===== config.mk =====
export PLATFORM = sky130hd
export DESIGN_NAME = dit_fft_8
export DESIGN_NICKNAME = d
export VERILOG_FILES = /design/src/rtl/dit_fft_8.sv
export SDC_FILE = /design/constraint.sdc
export NUM_CORES = 1
export LEC_CHECK = 0
export CAP_MARGIN = 20
export CELL_PAD_IN_SITES_DETAIL_PLACEMENT = 0
export CELL_PAD_IN_SITES_GLOBAL_PLACEMENT = 2
export CORE_MARGIN = 2
export CORE_UTILIZATION = 28
export DETAILED_ROUTE_END_ITERATION = 6
export PLACE_DENSITY = 0.73
export REMOVE_ABC_BUFFERS = 1
export SETUP_SLACK_MARGIN = 0.15
export SLEW_MARGIN = 5
export SYNTH_ARGS = -nofsm -noshare
export SYNTH_HDL_FRONTEND = slang
export SYNTH_SLANG_ARGS = --single-unit

===== constraint.sdc =====
create_clock -name clk -period 1.9 [get_ports clk]
set_input_delay 0.38 -clock clk [delete_from_list [all_inputs] [get_ports clk]]
set_output_delay 0.38 -clock clk [all_outputs]
set_load 0.02 [all_outputs]

===== src/rtl/dit_fft_8.sv =====
// 8-point radix-2 DIT FFT over eight constant real samples, 3-stage pipeline, one bin per cycle out.
// Optional macro FFT_SAT_EN: saturate the 12-to-9-bit output conversion instead of wrapping.
`timescale 1ns/1ps
module dit_fft_8 #(
    parameter logic signed [5:0] X0 = 6'sd0,
    parameter logic signed [5:0] X1 = 6'sd1,
    parameter logic signed [5:0] X2 = 6'sd2,
    parameter logic signed [5:0] X3 = 6'sd3,
    parameter logic signed [5:0] X4 = 6'sd4,
    parameter logic signed [5:0] X5 = 6'sd5,
    parameter logic signed [5:0] X6 = 6'sd6,
    parameter logic signed [5:0] X7 = 6'sd7,
    parameter int TW_C = 91
) (
    input  logic              clk,
    input  logic              rst_n,
    input  logic              new_clk,
    input  logic [2:0]        sel,
    output logic signed [8:0] yr,
    output logic signed [8:0] yi
);
    localparam int unsigned DW = 12;
    localparam int unsigned PW = 24;
    localparam int unsigned OW = 9;

    typedef logic signed [DW-1:0] word_t;
    typedef logic signed [PW-1:0] prod_t;
    typedef logic signed [OW-1:0] out_t;

    localparam word_t XE0 = DW'(X0);
    localparam word_t XE1 = DW'(X1);
    localparam word_t XE2 = DW'(X2);
    localparam word_t XE3 = DW'(X3);
    localparam word_t XE4 = DW'(X4);
    localparam word_t XE5 = DW'(X5);
    localparam word_t XE6 = DW'(X6);
    localparam word_t XE7 = DW'(X7);
    localparam prod_t TWC = PW'(TW_C);

    // Q7 round-half-up back to working width
    function automatic word_t rnd(input prod_t p);
        return word_t'((p + PW'(64)) >>> 7);
    endfunction

    function automatic out_t to_out(input word_t v);
`ifdef FFT_SAT_EN
        if (v > DW'(255))       return OW'(255);
        else if (v < -DW'(256)) return OW'(-256);
        else                    return OW'(v);
`else
        return OW'(v);
`endif
    endfunction

    // stage registers: s1 pairs ordered (0,4),(2,6),(1,5),(3,7)
    word_t s1_sum [4], s1_dif [4];
    word_t e_re [4], e_im [4], o_re [4], o_im [4];
    word_t bk_re [8], bk_im [8];

    word_t n1_sum [4], n1_dif [4];
    word_t n2_ere [4], n2_eim [4], n2_ore [4], n2_oim [4];
    word_t n3_re [8], n3_im [8];
    word_t t_re [4], t_im [4];
    word_t sum1, dif1, sum3, dif3;

    always_comb begin
        n1_sum[0] = XE0 + XE4;  n1_dif[0] = XE0 - XE4;
        n1_sum[1] = XE2 + XE6;  n1_dif[1] = XE2 - XE6;
        n1_sum[2] = XE1 + XE5;  n1_dif[2] = XE1 - XE5;
        n1_sum[3] = XE3 + XE7;  n1_dif[3] = XE3 - XE7;
    end

    // W4^1 = -j is a swap/negate, so no multiplier is needed here
    always_comb begin
        n2_ere[0] = s1_sum[0] + s1_sum[1];  n2_eim[0] = '0;
        n2_ere[2] = s1_sum[0] - s1_sum[1];  n2_eim[2] = '0;
        n2_ere[1] = s1_dif[0];              n2_eim[1] = -s1_dif[1];
        n2_ere[3] = s1_dif[0];              n2_eim[3] = s1_dif[1];
        n2_ore[0] = s1_sum[2] + s1_sum[3];  n2_oim[0] = '0;
        n2_ore[2] = s1_sum[2] - s1_sum[3];  n2_oim[2] = '0;
        n2_ore[1] = s1_dif[2];              n2_oim[1] = -s1_dif[3];
        n2_ore[3] = s1_dif[2];              n2_oim[3] = s1_dif[3];
    end

    always_comb begin
        sum1 = o_re[1] + o_im[1];
        dif1 = o_im[1] - o_re[1];
        sum3 = o_re[3] + o_im[3];
        dif3 = o_im[3] - o_re[3];
        t_re[0] = o_re[0];
        t_im[0] = o_im[0];
        t_re[1] = rnd(TWC * PW'(sum1));
        t_im[1] = rnd(TWC * PW'(dif1));
        t_re[2] = o_im[2];
        t_im[2] = -o_re[2];
        t_re[3] = rnd(TWC * PW'(dif3));
        t_im[3] = rnd(-(TWC * PW'(sum3)));
        for (int k = 0; k < 4; k++) begin
            n3_re[k]     = e_re[k] + t_re[k];
            n3_im[k]     = e_im[k] + t_im[k];
            n3_re[k + 4] = e_re[k] - t_re[k];
            n3_im[k + 4] = e_im[k] - t_im[k];
        end
    end

    always_ff @(posedge clk) begin
        if (!rst_n) begin
            for (int i = 0; i < 4; i++) begin
                s1_sum[i] <= '0; s1_dif[i] <= '0;
                e_re[i]   <= '0; e_im[i]   <= '0;
                o_re[i]   <= '0; o_im[i]   <= '0;
            end
            for (int i = 0; i < 8; i++) begin
                bk_re[i] <= '0; bk_im[i] <= '0;
            end
        end else if (new_clk) begin
            s1_sum <= n1_sum; s1_dif <= n1_dif;
            e_re   <= n2_ere; e_im   <= n2_eim;
            o_re   <= n2_ore; o_im   <= n2_oim;
            bk_re  <= n3_re;  bk_im  <= n3_im;
        end
    end

    // bin readout runs every cycle regardless of new_clk
    always_ff @(posedge clk) begin
        if (!rst_n) begin
            yr <= '0;
            yi <= '0;
        end else begin
            yr <= to_out(bk_re[sel]);
            yi <= to_out(bk_im[sel]);
        end
    end
endmodule


==> flow_metrics.env, run 1 <==
export IMPL_route_detailed_drc=0
export IMPL_period_minus_slack_ps=1640
export IMPL_grt_setup_unrepaired="false"
export IMPL_root_buffer="clkbuf_8"
export IMPL_path_clk_slew_ps=80
export IMPL_yosys_warnings=0
export IMPL_gp_congestion=0.679
export IMPL_num_vias=688
export IMPL_cellPowerDensity_nw_per_um2=727
export IMPL_final_cell_mix="dfxtp_1 (23), clkdlybuf4s50_1 (22), nor2_1 (13)"
export IMPL_worstHoldPathType="reg -> reg"
export IMPL_place_ws_ps=133
export IMPL_drv_slew=0
export IMPL_power_leakage_nw=0.545
export IMPL_syn_area_um2=1080
export IMPL_ys_types=26
export IMPL_start_kind="flip-flop"
export IMPL_fin_nets=131
export IMPL_ys_seq_elements=24
export IMPL_die_area_um2=4360
export IMPL_drive_above_1_share=0.165
export IMPL_run_status="finished, final reports clean"
export IMPL_overflow=0
export IMPL_initial_core_util=0.292
export IMPL_critPathKind="reg -> reg"
export IMPL_dp_cells=160
export IMPL_final_common_cell="dfxtp_1"
export IMPL_syn_to_final_growth_pct=26.2
export IMPL_fp_row_count=22
export IMPL_post_cts_repair_setup_buffers=0
export IMPL_crit_slowest_cell="fa_1"
export IMPL_cts_sinks=24
export IMPL_setup_total_negative_slack_ps=0
export IMPL_cp_startpoint="o_re[15]"
export IMPL_wl_um=1790
export IMPL_slowest_delay_ps=410
export IMPL_synthCells=98
export IMPL_diodes=0
export IMPL_end_kind="flip-flop"
export IMPL_worst_path_dominant_cell_family="adder cells"
export IMPL_p_total_uw=989
export IMPL_cts_made_buffers=3
export IMPL_antenna_found_initial=0
export IMPL_crit_buf_inv=1
export IMPL_reg2reg_slack_ps=260
export IMPL_fp_dieH_um=66.0
export IMPL_critical_path_depth=6
export IMPL_required_ps=2050
export IMPL_endpoint="bk_im[16]"
export IMPL_die_w_um=66.0
export IMPL_hpwlAfterDp_um=1290
export IMPL_coreArea_um2=3690
export IMPL_fin_ws_ps=257
export IMPL_grt_pass1_wl_um=3070
export IMPL_skew_ps=6.28
export IMPL_arrival_ps=1790
export IMPL_synth_edff_count=0
export IMPL_track_usage=0.0923
export IMPL_initialDrtViolationCount=19
export IMPL_hold_viol=0
export IMPL_ff2ff_path_depth=6
export IMPL_async_reset_ff_frac=0
export IMPL_ctsHoldBuffers=0
export IMPL_ir_drop_mv=0.319
export IMPL_first_pass_iters=4
export IMPL_fmax_ghz=0.609
export IMPL_cap_violations=0
export IMPL_postRouteAntennaNets=0
export IMPL_h_tree_depth=1
export IMPL_ys_flop_type="dfxtp_1"
export IMPL_grt_max_degree=16
export IMPL_yosysSeqAreaShare=0.446
export IMPL_finalCritPeriodShare=0.865
export IMPL_nFillCells=381
export IMPL_tritoncts="built"
export IMPL_clock_path_buffers=2
export IMPL_r2r_start="o_re[15]"
export IMPL_setup_viol=0
export IMPL_path_cells="buf_4, ha_4, ha_1, fa_1, mux2i_1, nor2_1"
export IMPL_insertion_delay_ps=260
export IMPL_vias_per_cell=4.22
export IMPL_syn_area_per_cell_um2=11.0
export IMPL_critPathMaxFanout=5
export IMPL_ios=24
export IMPL_drt_wirelength_per_cell_um=11.0
export IMPL_timing_rr_end="bk_im[16]"
export IMPL_finalNonFillerCells=163
export IMPL_utilization=0.369
export IMPL_io_buffers=22
export IMPL_grt_pass1_vias=676
## cells in the mapped netlist, types with 2 or more instances
library cell	instances	area, µm²
dfxtp_1	24	480
nor2_1	13	48.8
mux2i_1	10	100
buf_4	9	67.6
ha_1	7	87.6
nand3b_1	5	37.5
inv_1	4	15.0
a22oi_1	3	22.5
a211oi_1	2	15.0
buf_6	2	22.5
clkbuf_1	2	7.51
nand2_1	2	7.51
nand4b_1	2	17.5
## logic make-up (layout without fill, tap and decap cells)
logic type	after synthesis	count (layout)	synth area share
AND/OR/NAND/NOR	26	26	0.145
other	1	3	0.00348
multiplexers	10	10	0.0929
adder cells (fa/ha/maj)	8	8	0.0999
flip-flops	24	24	0.446
AO/OA/AOI/OAI	11	11	0.105
buffers and inverters	18	33	0.108
## how the worst min path moves through the flow
stage | start | endpoint | slack (ps) | cells past startpoint
finish | bk_im[19] | bk_im[19] | 490 | 2
global route | bk_im[20] | bk_im[20] | 530 | 2
CTS | bk_im[20] | bk_im[20] | 490 | 2
detailed placement | n2_oim[2] | n2_oim[2] | 480 | 2
global placement | n2_oim[2] | n2_oim[2] | 460 | 2
floorplan | n2_oim[2] | n2_oim[2] | 440 | 2
## per-stage QoR
step	hold slack (ps)	cell area, µm²
after floorplan	438	987
after global placement	463	1290
after detailed placement	477	1290
after CTS	494	1330
after global routing	529	1360
final	490	1360
## timing repair
action / in CTS / in global routing
endpoints found under the setup margin: 1 / 4
pin swaps: 0 / 0
resized for setup: 0 / 5
gates cloned: 0 / 0
## tightest hold or removal path, cell delays in order (launching register included)
cell	delay (ps)
dfxtp_1	310
nor2_1	80
a211oi_1	50
## final cells by class
type,count,area [µm²],area share
flip-flops and latches,24,482,0.354
clock buffers,3,41.3,0.0304
repair buffers,25,243,0.178
inverters,5,18.8,0.0138
well taps,48,60.1,0.0442
multi-input cells,58,515,0.379
## where the power goes
| group | total [mW] | internal (mW) | switching [mW] |
|---|---|---|---|
| registers | 0.543 | 0.529 | 0.0133 |
| clock network | 0.288 | 0.141 | 0.147 |
| logic | 0.158 | 0.0750 | 0.0828 |
| total | 0.989 | 0.746 | 0.243 |
## sequential cells by signal (all words and copies together), names as in the netlist
signal	flops
n2_oim	1
yi	8
bk_im	10
o_re	1
yr	4
## per-layer routing
layer / global-route usage / routed length [µm] / vias up
li1: - / - / 356
met1: 0.123 / 910 / 319
met2: 0.136 / 800 / 11
met3: 0.0409 / 62 / 2
met4: 0.0230 / 12 / 0
met5: 0 / 0 / -
Power figures use the tool's default switching activity.
==> inputs of run 2 (changes only) <==
--- a/config.mk
+++ b/config.mk
@@ -8,6 +8,7 @@
 export CAP_MARGIN = 20
 export CELL_PAD_IN_SITES_DETAIL_PLACEMENT = 0
 export CELL_PAD_IN_SITES_GLOBAL_PLACEMENT = 2
+export CORE_ASPECT_RATIO = 0.7
 export CORE_MARGIN = 2
 export CORE_UTILIZATION = 28
 export DETAILED_ROUTE_END_ITERATION = 6
==> flow_metrics.env, run 2 (synthesized netlist as in run 1, its figures left out) <==
export IMPL_run_status="finished, final reports clean"
export IMPL_placed_area_um2=1300
export IMPL_coreArea_um2=3600
export IMPL_grt_pass1_wl_um=3240
export IMPL_num_vias=697
export IMPL_required_ps=2050
export IMPL_grt_pass1_vias=695
export IMPL_first_pass_iters=4
export IMPL_start_kind="flip-flop"
export IMPL_fp_row_count=18
export IMPL_syn_to_final_growth_pct=26.9
export IMPL_worstHoldPathType="reg -> reg"
export IMPL_place_ws_ps=173
export IMPL_reg2reg_slack_ps=190
export IMPL_path_cells="inv_2, buf_4, ha_1, ha_1, inv_1, ha_1, mux2i_1, nor2_1"
export IMPL_p_int_uw=788
export IMPL_slowest_delay_ps=350
export IMPL_arrival_ps=1860
export IMPL_critPathMaxFanout=6
export IMPL_final_common_cell="dfxtp_1"
export IMPL_cap_violations=0
export IMPL_fin_ws_ps=190
export IMPL_path_clk_slew_ps=80
export IMPL_power_frac_comb=0.151
export IMPL_gp_congestion=0.662
export IMPL_hold_viol=0
export IMPL_largestRegisters="bk_im: 10 flops, yi: 8 flops, yr: 4 flops"
export IMPL_io_buffers=22
export IMPL_die_w_um=78.1
export IMPL_final_cell_mix="dfxtp_1 (24), clkdlybuf4s50_1 (22), nor2_1 (13)"
export IMPL_initial_core_util=0.299
export IMPL_cts_sinks=24
export IMPL_tritoncts="built"
export IMPL_insertion_delay_ps=260
export IMPL_power_leakage_nw=0.557
export IMPL_utilization=0.380
export IMPL_root_buffer="clkbuf_8"
export IMPL_postRouteAntennaNets=0
export IMPL_switching_share=0.240
export IMPL_setup_viol=0
export IMPL_diodes=0
export IMPL_h_tree_depth=1
export IMPL_skew_ps=4.45
export IMPL_track_usage=0.0933
export IMPL_switching_power_uw=249
export IMPL_crit_buf_inv=3
export IMPL_worst_path_dominant_cell_family="adder cells"
export IMPL_final_area_um2=1370
export IMPL_grt_max_degree=16
export IMPL_ctsHoldBuffers=0
export IMPL_initialDrtViolationCount=11
export IMPL_p_seq_frac=0.523
export IMPL_p_total_mw=1.04
export IMPL_period_minus_slack_ps=1710
export IMPL_cpMostUsedCell="ha_1"
export IMPL_setup_total_negative_slack_ps=0
export IMPL_antenna_found_initial=0
export IMPL_regMostFlops="bk_im"
export IMPL_post_cts_repair_setup_buffers=0
export IMPL_vias_per_cell=4.17
export IMPL_critPathKind="reg -> reg"
export IMPL_drt_wirelength_per_cell_um=11.2
export IMPL_fin_nets=132
export IMPL_crit_slowest_cell="dfxtp_1"
export IMPL_drv_slew=0
export IMPL_fmax_ghz=0.585
export IMPL_ir_drop_mv=0.304
export IMPL_clock_power_share=0.326
export IMPL_end_kind="flip-flop"
export IMPL_cellPowerDensity_nw_per_um2=758
export IMPL_overflow=0
export IMPL_route_detailed_drc=0
export IMPL_wl_um=1870
export IMPL_grt_setup_unrepaired="true"
export IMPL_die_area_um2=4370
export IMPL_hpwlAfterDp_um=1420
export IMPL_fp_dieH_um=55.9
export IMPL_clock_path_buffers=2
export IMPL_drive_above_1_share=0.154
export IMPL_ios=24
export IMPL_finalCritPeriodShare=0.900
export IMPL_nFillCells=368
export IMPL_largest_reg_flops=10
export IMPL_cts_made_buffers=3
-- run 2: metal layers --
| layer | wire, µm | global-route usage | share of wire | vias up |
|---|---|---|---|---|
| li1 | - | - | - | 357 |
| met1 | 971 | 0.125 | 0.52 | 326 |
| met2 | 817 | 0.147 | 0.44 | 12 |
| met3 | 70 | 0.0341 | 0.037 | 2 |
| met4 | 10 | 0.0150 | 0.0054 | 0 |
| met5 | 0 | 0 | 0 | - |
-- run 2: layout make-up --
type                       count  area (µm²)  area share
multi-input combinational     58         500       0.366
sequential                    24         480       0.351
inverter                       5        18.8      0.0137
tap                           50        62.6      0.0457
timing repair buffer          26         250       0.183
clock buffer                   4        55.1      0.0403
-- run 2: worst reg2reg max path, cell delays in order, from the launching register on --
cell     delay [ps]
dfxtp_1         350
inv_2            80
buf_4           170
ha_1            190
ha_1            290
inv_1            50
ha_1            280
mux2i_1         130
nor2_1           50
-- run 2: path summary, 6_finish.rpt --
kind | from | end | cells past startpoint
max | o_re[15] | bk_im[17] | 8
min | n2_oim[2] | n2_oim[2] | 2
max reg2reg | o_re[15] | bk_im[17] | 8
min reg2reg | n2_oim[2] | n2_oim[2] | 2
-- run 2: metrics by stage --
| step | std cells | hold WS (ps) |
|---|---|---|
| detailed placement | 163 | 470 |
| global route | 167 | 515 |
| floorplan | 87 | 438 |
| CTS | 167 | 490 |
| finish | 167 | 479 |
| global placement | 163 | 457 |
-- run 2: power by group through the flow --
stage          clock [mW]  combinational (mW)  sequential [mW]
6_report            0.338               0.156            0.542
5_1_grt             0.373               0.175            0.546
4_1_cts             0.356               0.155            0.543
3_5_place_dp            0               0.154            0.555
3_3_place_gp            0               0.153            0.554
2_1_floorplan           0              0.0710            0.566
-- run 2: what timing repair did --
item	4_1_cts	5_1_grt
hold endpoints to repair	0	0
setup endpoints to repair	0	3
resized for setup	0	2
